<file path="config.mk">
export PLATFORM = sky130hd
export DESIGN_NAME = rst_sequencer
export DESIGN_NICKNAME = d
export VERILOG_FILES = /design/src/rtl/rst_sequencer.sv
export SDC_FILE = /design/constraint.sdc
export NUM_CORES = 1
export LEC_CHECK = 0
export ABC_AREA = 1
export BUFFER_PORTS_ARGS = -buffer_cell sky130_fd_sc_hd__buf_2
export CAP_MARGIN = 25
export CORE_ASPECT_RATIO = 0.7
export CORE_UTILIZATION = 57
export DETAILED_ROUTE_END_ITERATION = 10
export PLACE_DENSITY = 0.85
export SETUP_SLACK_MARGIN = 0.1
export SYNTH_ARGS = -nofsm -noshare
export SYNTH_HDL_FRONTEND = slang
export SYNTH_SLANG_ARGS = --single-unit
</file>
<file path="constraint.sdc">
create_clock -name sys_clk -period 1.9 [get_ports sys_clk]
set_input_delay 0.19 -clock sys_clk [delete_from_list [all_inputs] [get_ports sys_clk]]
set_output_delay 0.19 -clock sys_clk [all_outputs]
set_load 0.01 [all_outputs]
</file>
<file path="src/rtl/rst_sequencer.sv">
// rtl/rst_sequencer.sv - parametrised multi-channel reset sequencer
//
// Holds every reset channel asserted for HOLD_CYCLES after any reset cause,
// waits for LOCK_FILTER consecutive cycles of lock_in, then releases the
// channels one at a time in ascending index order, each after its own delay.
//
// Ports:
//   sys_clk        in   sole clock
//   sys_rst        in   synchronous active-high reset
//   trigger_reset  in   level-sensitive software/button reset request
//   lock_in        in   combined PLL/DCM lock, already in sys_clk domain
//   rst_out        out  per-channel resets, polarity selected by INV_MASK
//   stage          out  number of channels released so far
//   done           out  high once every channel is released
module rst_sequencer #(
    parameter int                   N_OUT       = 4,
    parameter int                   CW          = 20,
    parameter logic [CW-1:0]        HOLD_CYCLES = {CW{1'b1}},
    parameter int                   LOCK_FILTER = 16,
    parameter logic [N_OUT*CW-1:0]  DELAYS      = {N_OUT{CW'(128)}},
    parameter logic [N_OUT-1:0]     INV_MASK    = '0,
    localparam int                  SW          = $clog2(N_OUT + 1)
) (
    input  logic             sys_clk,
    input  logic             sys_rst,
    input  logic             trigger_reset,
    input  logic             lock_in,
    output logic [N_OUT-1:0] rst_out,
    output logic [SW-1:0]    stage,
    output logic             done
);

    if (HOLD_CYCLES == '0) begin : g_bad_hold
        $error("rst_sequencer: HOLD_CYCLES must be nonzero");
    end
    if (LOCK_FILTER < 1) begin : g_bad_filter
        $error("rst_sequencer: LOCK_FILTER must be at least 1");
    end
    if (N_OUT < 1 || N_OUT > 16) begin : g_bad_nout
        $error("rst_sequencer: N_OUT must be in 1..16");
    end

    typedef enum logic [1:0] {
        ST_ASSERT    = 2'd0,
        ST_WAIT_LOCK = 2'd1,
        ST_SEQ       = 2'd2,
        ST_RUN       = 2'd3
    } state_t;

    localparam logic [CW-1:0] FILT_LAST  = CW'(LOCK_FILTER - 1);
    localparam logic [SW-1:0] STAGE_LAST = SW'(N_OUT - 1);

    state_t           r_state;
    logic [CW-1:0]    r_cnt;
    logic [CW-1:0]    r_filt;
    logic [N_OUT-1:0] r_a;      // internal assert vector, 1 = channel held in reset
    logic [SW-1:0]    r_stage;
    logic             r_done;

    logic [CW-1:0]    w_next_delay;
    logic             w_abort;

    // Delay for the channel after the one currently being released.
    always_comb begin
        w_next_delay = '0;
        for (int i = 1; i < N_OUT; i++) begin
            if (r_stage == SW'(i - 1)) begin
                w_next_delay = DELAYS[i*CW +: CW];
            end
        end
    end

    // sys_rst, trigger_reset and lock loss all perform the same reload, so
    // their relative priority collapses into a single OR. Lock loss only
    // counts once sequencing has begun; before that the filter handles it.
    assign w_abort = sys_rst | trigger_reset |
                     (~lock_in & ((r_state == ST_SEQ) | (r_state == ST_RUN)));

    always_ff @(posedge sys_clk) begin
        if (w_abort) begin
            r_state <= ST_ASSERT;
            r_a     <= '1;
            r_cnt   <= HOLD_CYCLES - 1'b1;
            r_filt  <= '0;
            r_stage <= '0;
            r_done  <= 1'b0;
        end else begin
            case (r_state)
                ST_ASSERT: begin
                    if (r_cnt == '0) begin
                        r_state <= ST_WAIT_LOCK;
                        r_filt  <= '0;
                    end else begin
                        r_cnt <= r_cnt - 1'b1;
                    end
                end
                ST_WAIT_LOCK: begin
                    if (!lock_in) begin
                        r_filt <= '0;
                    end else if (r_filt == FILT_LAST) begin
                        r_state <= ST_SEQ;
                        r_cnt   <= DELAYS[0 +: CW];
                        r_stage <= '0;
                    end else begin
                        r_filt <= r_filt + 1'b1;
                    end
                end
                ST_SEQ: begin
                    if (r_cnt == '0) begin
                        for (int i = 0; i < N_OUT; i++) begin
                            if (r_stage == SW'(i)) begin
                                r_a[i] <= 1'b0;
                            end
                        end
                        r_stage <= r_stage + 1'b1;
                        if (r_stage == STAGE_LAST) begin
                            r_state <= ST_RUN;
                            r_done  <= 1'b1;
                        end else begin
                            r_cnt <= w_next_delay;
                        end
                    end else begin
                        r_cnt <= r_cnt - 1'b1;
                    end
                end
                ST_RUN: begin
                    r_a    <= '0;
                    r_done <= 1'b1;
                end
                default: begin
                    r_state <= ST_ASSERT;
                    r_a     <= '1;
                    r_cnt   <= HOLD_CYCLES - 1'b1;
                end
            endcase
        end
    end

    assign rst_out = r_a ^ INV_MASK;
    assign stage   = r_stage;
    assign done    = r_done;

endmodule

</file>
==> results of run 1 <==
critical path: stages (launching register included):
cell        delay [ps]
dfxtp_4            390
inv_2               70
ha_4               180
nor2_4             100
nor2_2              60
nor3_4             300
clkinvlp_4         280
buf_12             210
a21oi_1            110
power by group through the flow:
stage	clock, mW	combinational [mW]	sequential (mW)
2_1_floorplan	0	0.0397	1.08
3_3_place_gp	0	0.0575	1.08
3_5_place_dp	0	0.0576	1.08
4_1_cts	0.646	0.0651	1.05
5_1_grt	0.682	0.0764	1.05
6_report	0.637	0.0701	1.05
cells in the mapped netlist (2+ instances only):
| cell | count |
|---|---|
| nand3_2 | 4 |
| clkbuf_1 | 5 |
| or2_2 | 2 |
| nor2_2 | 9 |
| buf_2 | 4 |
| nand2_1 | 171 |
| nor2_4 | 2 |
| nor3_2 | 2 |
| o21bai_1 | 3 |
| a21oi_1 | 16 |
| inv_1 | 55 |
| a21oi_2 | 5 |
| nand3b_1 | 9 |
| buf_6 | 4 |
| dfxtp_1 | 50 |
| o21ai_1 | 5 |
| nand2_4 | 4 |
| nand4_1 | 22 |
| xor2_1 | 8 |
| nor2_1 | 76 |
| inv_2 | 3 |
| ha_1 | 14 |
| nand3_1 | 44 |
| nor3_1 | 7 |
| buf_1 | 2 |
| o21ai_0 | 19 |
logic make-up after synthesis:
| logic type | synth area share [%] |
|---|---|
| buf+inv | 9.238 |
| simple gates | 47.84 |
| xor+xnor | 2.213 |
| fa+ha+maj | 4.918 |
| flops | 28.10 |
| compound gates | 7.692 |
through the flow:
stage          area, sq um  worst slack [ps]  utilization (%)  instances
3_5_place_dp          3747             26.54            63.83        648
3_3_place_gp          3747             41.57            63.83        648
2_1_floorplan         3562             115.1                -        560
5_1_grt               4139             72.91            70.50        667
6_report              4139             137.8            70.50        667
4_1_cts               3871             121.1            65.94        657
final timing paths:
kind,startpoint,end,cells after the start
worst max register to register,r_state[0]$_SDFFE_PP0P_,r_filt[5]$_SDFFE_PP0P_,8
worst max-delay path,r_state[0]$_SDFFE_PP0P_,r_filt[5]$_SDFFE_PP0P_,8
worst min register to register,done$_SDFFE_PP0P_,done$_SDFFE_PP0P_,2
worst min-delay path,trigger_reset,r_filt[12]$_SDFFE_PP0P_,6
registers in the layout, indices dropped and copies added, names as in the netlist:
register / cells
r_filt: 20
done: 1
rst_out: 4
r_cnt: 20
stage: 3
r_state: 2
routing by layer:
layer / up-vias / global-route usage, %
met1: 1687 / 39.67
met3: 27 / 5.667
met5: - / 0
met2: 197 / 44.37
li1: 1856 / -
met4: 0 / 9.375
placed cells by master, fill, tap and decap left out, types with 3 or more instances in the layout:
master / count
nor2_1: 70
inv_1: 50
o21ai_0: 16
ha_1: 7
nand3b_1: 9
nor3_2: 3
nor3_1: 5
xor2_1: 8
nand2_2: 5
nor2_2: 11
o21ai_1: 5
o21bai_1: 3
dfxtp_2: 7
ha_4: 5
buf_4: 26
o21ai_2: 3
dfxtp_1: 42
clkbuf_8: 5
nand2_1: 167
nand2_4: 4
buf_2: 11
a21oi_1: 12
nand4_1: 22
nand3_2: 3
inv_2: 7
nand3_1: 44
nor2_4: 6
a21oi_2: 9
repair_timing:
| item | CTS | global route |
|---|---|---|
| pin swaps | 0 | 11 |
| endpoints found under the setup margin | 26 | 46 |
| setup buffers | 2 | 10 |
| resized for setup | 6 | 52 |
area by class of cell:
cell class	count	area, sq um	area share [%]
Multi-Input combinational cell	434	2395	57.86
Sequential cell	50	1013	24.49
Timing Repair Buffer	41	312.8	7.557
Inverter	60	241.5	5.834
Tap cell	75	93.84	2.267
Clock buffer	5	68.82	1.663
Clock inverter	2	13.76	0.3325
==> impl_metrics.csv, run 1 <==
group,metric,value,unit
yosys,synth_edf_count,0,
sta,post-route-period-util,92.75,%
floorplan,io-pin-count,12,
power_and_ir_drop,p_int,1.329,mW
placed_design,dp_hpwl,6.354,mm
finish,area_delta_synth_final,16.19,%
setup_path,worstSetupStartpointType,"register",
global_routing,grt_antenna_before_repair,0,
yosys,synth_seq_cells,50,
power_and_ir_drop,switchingPower,0.4296,mW
sta,fin_skew,13.95,ps
cts,clock_latency,320,ps
yosys,async_reset_ff_share,0,%
power_and_ir_drop,p_leak,1.720,nW
cts,clk_path_buf_depth,2,
yosys,netlist_instances,560,
setup_path,endpoint_kind,"register",
yosys,synthTopCellsByArea,"dfxtp_1 28%, nand2_1 18%, nor2_1 8.0%, nand3_1 6.2%, inv_1 5.8%",
yosys,ys_seq_area_share,28.10,%
power_and_ir_drop,combPwrFrac,4.0,%
power_and_ir_drop,p_clk_share,36.2,%
yosys,synth.avg_cell_area,6.361,sq um
route,wl,9.271,mm
cts,cts.clk_slew.worst_paths,100,ps
yosys,synth.distinct_cells,41,
sta,slew_headroom,70.45,%
yosys,synth_ff_type,"dfxtp_1",
yosys,ys_warn_count,0,
floorplan,dieWidth,96.49,um
power_and_ir_drop,p_seq_share,59.8,%
route,drt-met1-wl,4.231,mm
cts,htreeDepth,2,
finish,drive_above_1_share,21.11,%
route,firstDrtPassIters,5,
route,routed_via_density,5.648,
route,wire_per_inst,13.90,um
cts,root_buffer,"clkbuf_8",
sta,rsz0062_at_grt,"yes",
route,wl_met2,3.983,mm
cts,cts_tree,"built",
yosys,yosys.area.top_type,"dfxtp_1",
sta,fin_crit,1762,ps
floorplan,rows,23,
route,ant_nets,0,
global_routing,grt_max_degree,20,
floorplan,dieArea,6574,sq um
yosys,syn_nets,578,
route,wl_met3,875,um
floorplan,initial_utilization,60.68,%
global_routing,grt_pass1_wl,14.57,mm
floorplan,coreArea,5871,sq um
setup_path,critPathArrivalTime,2010,ps
route,top_layer,"met4",
placed_design,port_buffers,11,
setup_path,path_class,"register to register",
global_routing,overflow,0,
setup_path,path_max_fanout,7,
setup_path,critPathRequiredTime,2150,ps
cts,cts_buffers,5,
sta,hold_viol,0,
yosys,syn-cell-area,3562,sq um
placed_design,gp_congestion,0.9655,
route,drc,0,
job,maxCapViolCount,0,
sta,max_freq,567.5,MHz
sta,final_max_slew_viol_count,0,
sta,setup_viol,0,
finish,fill_cells,449,
run_status,status,"complete, no violations",
global_routing,track_usage,28.60,%
sta,timing.hold.ws,320.5,ps
route,vias,3767,
cts,cts.sinks,50,
power_and_ir_drop,total_power,1.759,mW
yosys,netlist.area_leader.share,28.10,%
cts,ctsHoldBuffers,0,
power_and_ir_drop,sw_frac_of_total,24.42,%
finish,finish.net_count,610,
setup_path,r2r_setup_slack,140,ps
floorplan,dieHeight,68.14,um
route,drtIter0Drc,366,
hold_path,holdCritPathClass,"input pin to register",
sta,tns,0,ps
finish,diodes,0,
global_routing,grt_pass1_vias,3226,
power_and_ir_drop,power_density,425.0,nW/um^2
sta,worst_pin_slew,442.8,ps
power_and_ir_drop,peakVddDrop,268.5,uV
(Power assumes the default switching activity.)
==> run 2: changes to the inputs <==
- REMOVE_ABC_BUFFERS: default -> 1
==> impl_metrics.csv, run 2 (synthesized netlist as in run 1, its figures left out) <==
group,metric,value,unit
hold_path,whs_path_depth,5,
sta,post-route-period-util,94.78,%
hold_path,hold_start,"lock_in",
finish,fill_cells,445,
job,maxCapViolCount,0,
global_routing,track_usage,29.50,%
finish,area_delta_synth_final,18.09,%
cts,cts_tree,"built",
placed_design,dp_hpwl,6.440,mm
placed_design,placed_area,3765,sq um
setup_path,critPathArrivalTime,2070,ps
placed_design,gp_congestion,0.9211,
finish,stdcell_count,671,
setup_path,path_max_fanout,6,
sta,rsz0062_at_grt,"yes",
setup_path,reg2regPathDepth,8,
cts,cts.clk_slew.worst_paths,110,ps
global_routing,grt_max_degree,29,
sta,max_freq,555.3,MHz
route,ant_nets,0,
global_routing,grt_pass1_wl,15.00,mm
global_routing,grt_pass1_vias,3249,
global_routing,overflow,0,
sta,layout_setup_ws,99.12,ps
finish,postLayoutCoreUtil,71.65,%
setup_path,r2r_setup_slack,100,ps
cts,clk_path_buf_depth,2,
cts,root_buffer,"clkbuf_8",
sta,slew_headroom,68.86,%
sta,setup_viol,0,
setup_path,worstSetupStartpointType,"register",
route,wire_per_inst,15.32,um
route,wl,10.28,mm
hold_path,whs_endpoint,"r_filt[5]$_SDFFE_PP0P_",
finish,postLayoutCellArea,4207,sq um
route,vias,3990,
cts,ctsHoldBuffers,0,
sta,final_max_slew_viol_count,0,
setup_path,reg2reg_from,"r_state[0]$_SDFFE_PP0P_",
setup_path,endpoint_kind,"register",
power_and_ir_drop,peakVddDrop,449.5,uV
finish,multi_input_area,2375,sq um
hold_path,holdCritPathClass,"input pin to register",
floorplan,dieArea,6574,sq um
cts,clock_latency,320,ps
sta,fin_crit,1801,ps
setup_path,r2r-end,"r_filt[12]$_SDFFE_PP0P_",
cts,cts_buffers,5,
run_status,status,"complete, no violations",
floorplan,dieWidth,96.49,um
sta,timing.hold.ws,323.0,ps
power_and_ir_drop,p_leak,1.765,nW
placed_design,port_buffers,11,
finish,finish.net_count,613,
finish,drive_above_1_share,20.64,%
finish,final_cell_mix,"166 x nand2_1, 72 x nor2_1, 50 x inv_1",
power_and_ir_drop,power_density,489.7,nW/um^2
sta,fin_skew,11.36,ps
sta,tns,0,ps
sta,worst_pin_slew,466.6,ps
global_routing,grt_antenna_before_repair,0,
finish,diodes,0,
cts,cts.sinks,50,
sta,hold_viol,0,
cts,htreeDepth,2,
power_and_ir_drop,total_power,2.060,mW
route,drc,0,
floorplan,dieHeight,68.14,um
route,drtIter0Drc,482,
finish,final_common_cell,"nand2_1",
route,routed_via_density,5.946,
setup_path,critPathRequiredTime,2170,ps
finish,seq_area,1013,sq um
floorplan,rows,23,
floorplan,coreArea,5871,sq um
placed_design,post-place-ws,-4.831,ps
placed_design,placed_cells,647,
route,firstDrtPassIters,5,
floorplan,initial_utilization,60.68,%
floorplan,io-pin-count,12,
setup_path,path_class,"register to register",
[run 2: cell types whose count changed in the layout (fill, tap and decap cells not counted), moves of 2 or more]
| cell | before | now |
|---|---|---|
| buf_4 | 26 | 29 |
| bufinv_16 | 0 | 2 |
| dfxtp_1 | 42 | 44 |
| dfxtp_2 | 7 | 4 |
| ha_1 | 7 | 9 |
| inv_2 | 7 | 5 |
| nand3_2 | 3 | 5 |
| nor2_1 | 70 | 72 |
| o21ai_1 | 5 | 7 |
[run 2: worst max path at each step]
stage	endpoint	from	cells past startpoint
global route	r_filt[12]$_SDFFE_PP0P_	r_state[0]$_SDFFE_PP0P_	9
detailed placement	r_filt[12]$_SDFFE_PP0P_	r_state[0]$_SDFFE_PP0P_	9
floorplan	r_filt[12]$_SDFFE_PP0P_	r_state[0]$_SDFFE_PP0P_	9
finish	r_filt[12]$_SDFFE_PP0P_	r_state[0]$_SDFFE_PP0P_	8
global placement	r_filt[12]$_SDFFE_PP0P_	r_state[0]$_SDFFE_PP0P_	9
CTS	r_filt[17]$_SDFFE_PP0P_	r_state[1]$_SDFFE_PP0P_	9
[run 2: area by class of cell]
class	instances	share of cell area, %
clock buffer	5	1.636
clock inverter	3	1.636
inverter	60	5.770
multi-input combinational	434	56.45
sequential	50	24.09
tap	75	2.231
timing repair buffer	44	8.180
[run 2: worst max-delay path: stages (launching register included)]
cell and delay (ps):
dfxtp_4 400, ha_1 260, nor2_4 110, nor2_1 70
nor3_4 260, clkinvlp_4 290, o21ai_1 220, nand2_1 80
inv_1 60
[run 2: metal layers]
| layer | vias to the layer above | GRT usage (%) | wire length (um) |
|---|---|---|---|
| met5 | - | 0 | 0 |
| met2 | 257 | 45.07 | 4530 |
| met1 | 1825 | 42.68 | 4336 |
| met4 | 0 | 7.721 | 308 |
| met3 | 45 | 5.222 | 1105 |
| li1 | 1863 | - | - |
[run 2: power by group]
group,switching [mW],internal [mW]
Clock,0.404,0.528
Sequential,0.00288,1.05
Combinational,0.0485,0.0285
[run 2: what timing repair did]
item | 4_1_cts | 5_1_grt
pin swaps | 1 | 10
gates resized for setup | 12 | 40
setup buffers | 3 | 13
endpoints found under the hold margin | 0 | 0
endpoints found under the setup margin | 42 | 50
==> run 3: changes to the inputs <==
- CORE_UTILIZATION: 57 -> 45
- PLACE_DENSITY: 0.85 -> 0.71
==> impl_metrics.csv, run 3 (synthesized netlist as in run 1, its figures left out) <==
group,metric,value,unit
placed_design,gp_congestion,0.8717,
finish,drive_above_1_share,18.69,%
cts,cts.clk_slew.worst_paths,70,ps
route,drtIter0Drc,334,
global_routing,overflow,0,
power_and_ir_drop,power_density,487.5,nW/um^2
floorplan,dieArea,8282,sq um
floorplan,initial_utilization,47.61,%
route,vias,3691,
placed_design,dp_hpwl,6.609,mm
route,routed_via_density,5.334,
sta,post-route-period-util,91.47,%
sta,worst_pin_slew,378.2,ps
global_routing,grt_pass1_vias,3226,
setup_path,path_class,"register to register",
finish,stdcell_count,692,
setup_path,endpoint_kind,"register",
cts,ctsHoldBuffers,0,
sta,setup_viol,0,
route,wire_per_inst,13.63,um
cts,cts_buffers,5,
hold_path,whs_path_depth,6,
finish,area_delta_synth_final,17.21,%
sta,fin_skew,10.25,ps
floorplan,coreArea,7482,sq um
power_and_ir_drop,p_leak,1.738,nW
route,drc,0,
global_routing,track_usage,22.75,%
cts,clk_path_buf_depth,2,
sta,slew_headroom,74.52,%
placed_design,port_buffers,11,
global_routing,grt_max_degree,36,
sta,timing.hold.ws,316.5,ps
power_and_ir_drop,peakVddDrop,397.5,uV
floorplan,dieWidth,108.3,um
sta,max_freq,575.4,MHz
finish,diodes,0,
cts,root_buffer,"clkbuf_16",
setup_path,worstSetupStartpointType,"register",
sta,final_max_slew_viol_count,0,
setup_path,critPathArrivalTime,1960,ps
cts,clock_latency,290,ps
route,wl,9.430,mm
sta,fin_crit,1738,ps
global_routing,grt_antenna_before_repair,0,
floorplan,io-pin-count,12,
finish,final_cell_mix,"166 x nand2_1, 69 x nor2_1, 53 x inv_1",
setup_path,reg2regPathDepth,9,
floorplan,rows,26,
sta,rsz0062_at_grt,"yes",
finish,finish.net_count,611,
route,ant_nets,0,
placed_design,placed_cells,673,
cts,htreeDepth,2,
job,maxCapViolCount,0,
finish,final_common_cell,"nand2_1",
hold_path,holdCritPathClass,"input pin to register",
global_routing,grt_pass1_wl,15.26,mm
setup_path,path_max_fanout,18,
cts,cts.sinks,50,
floorplan,dieHeight,76.44,um
sta,hold_viol,0,
setup_path,critPathRequiredTime,2130,ps
cts,cts_tree,"built",
route,firstDrtPassIters,5,
run_status,status,"complete, no violations",
run 3: cell count changes in the layout (fill, tap and decap cells not counted), moves of 3 or more:
cell	delta
buf_4	-4
clkbuf_8	-5
nor2_2	+4
nor2_1	-3
inv_2	-3
clkbuf_16	+6
a21oi_1	+3
inv_1	+3
dfxtp_1	+4
a21oi_2	-3
run 3: where the power goes:
part	switching (mW)	internal, mW
clock network	0.405	0.496
logic	0.0481	0.0326
registers	0.00272	1.05
run 3: worst max-delay path, cell delays in order, from the launching register on:
cell,delay (ps)
dfxtp_1,310
buf_4,150
ha_2,210
nor2_4,120
nor2_2,60
nor3_4,240
buf_6,160
buf_12,150
nand2_2,110
nor3_2,160
run 3: timing repair:
item	in CTS	in global routing
pin swaps	0	7
cloned	0	2
gates resized for setup	4	34
setup buffers	2	7
setup endpoints to repair	27	39
run 3: final cells by class:
| cell class | count | area, sq um |
|---|---|---|
| Tap cell | 98 | 122.6 |
| Multi-Input combinational cell | 435 | 2338 |
| Inverter | 60 | 242.7 |
| Clock buffer | 6 | 128.9 |
| Sequential cell | 50 | 1003 |
| Clock inverter | 2 | 17.52 |
| Timing Repair Buffer | 41 | 321.6 |
| Fill cell | 747 | 3307 |
run 3: final timing paths:
check	startpoint	to	slack (ps)
min	sys_rst	r_filt[12]$_SDFFE_PP0P_	320
min reg2reg	done$_SDFFE_PP0P_	done$_SDFFE_PP0P_	450
max	r_state[0]$_SDFFE_PP0P_	r_filt[1]$_SDFFE_PP0P_	160
max reg2reg	r_state[0]$_SDFFE_PP0P_	r_filt[1]$_SDFFE_PP0P_	160
run 3: stage by stage:
stage | setup slack [ps] | power (mW) | util (%) | instance area [sq um] | TNS [ps]
6_report | 162.1 | 2.035 | 55.80 | 4175 | 0
4_1_cts | 95.89 | 2.050 | 53.11 | 3974 | 0
5_1_grt | 42.90 | 2.122 | 55.80 | 4175 | 0
3_3_place_gp | 98.83 | 1.139 | 50.84 | 3804 | 0
2_1_floorplan | -579.0 | 1.111 | - | 3463 | -11600
3_5_place_dp | 29.55 | 1.141 | 50.84 | 3804 | 0
run 3: metal layers:
layer	GRT usage (%)	wire length, um	vias to the layer above
li1	-	-	1855
met1	34.82	4626	1671
met2	32.23	3920	159
met3	4.448	817	6
met4	5.135	66	0
met5	0	0	-
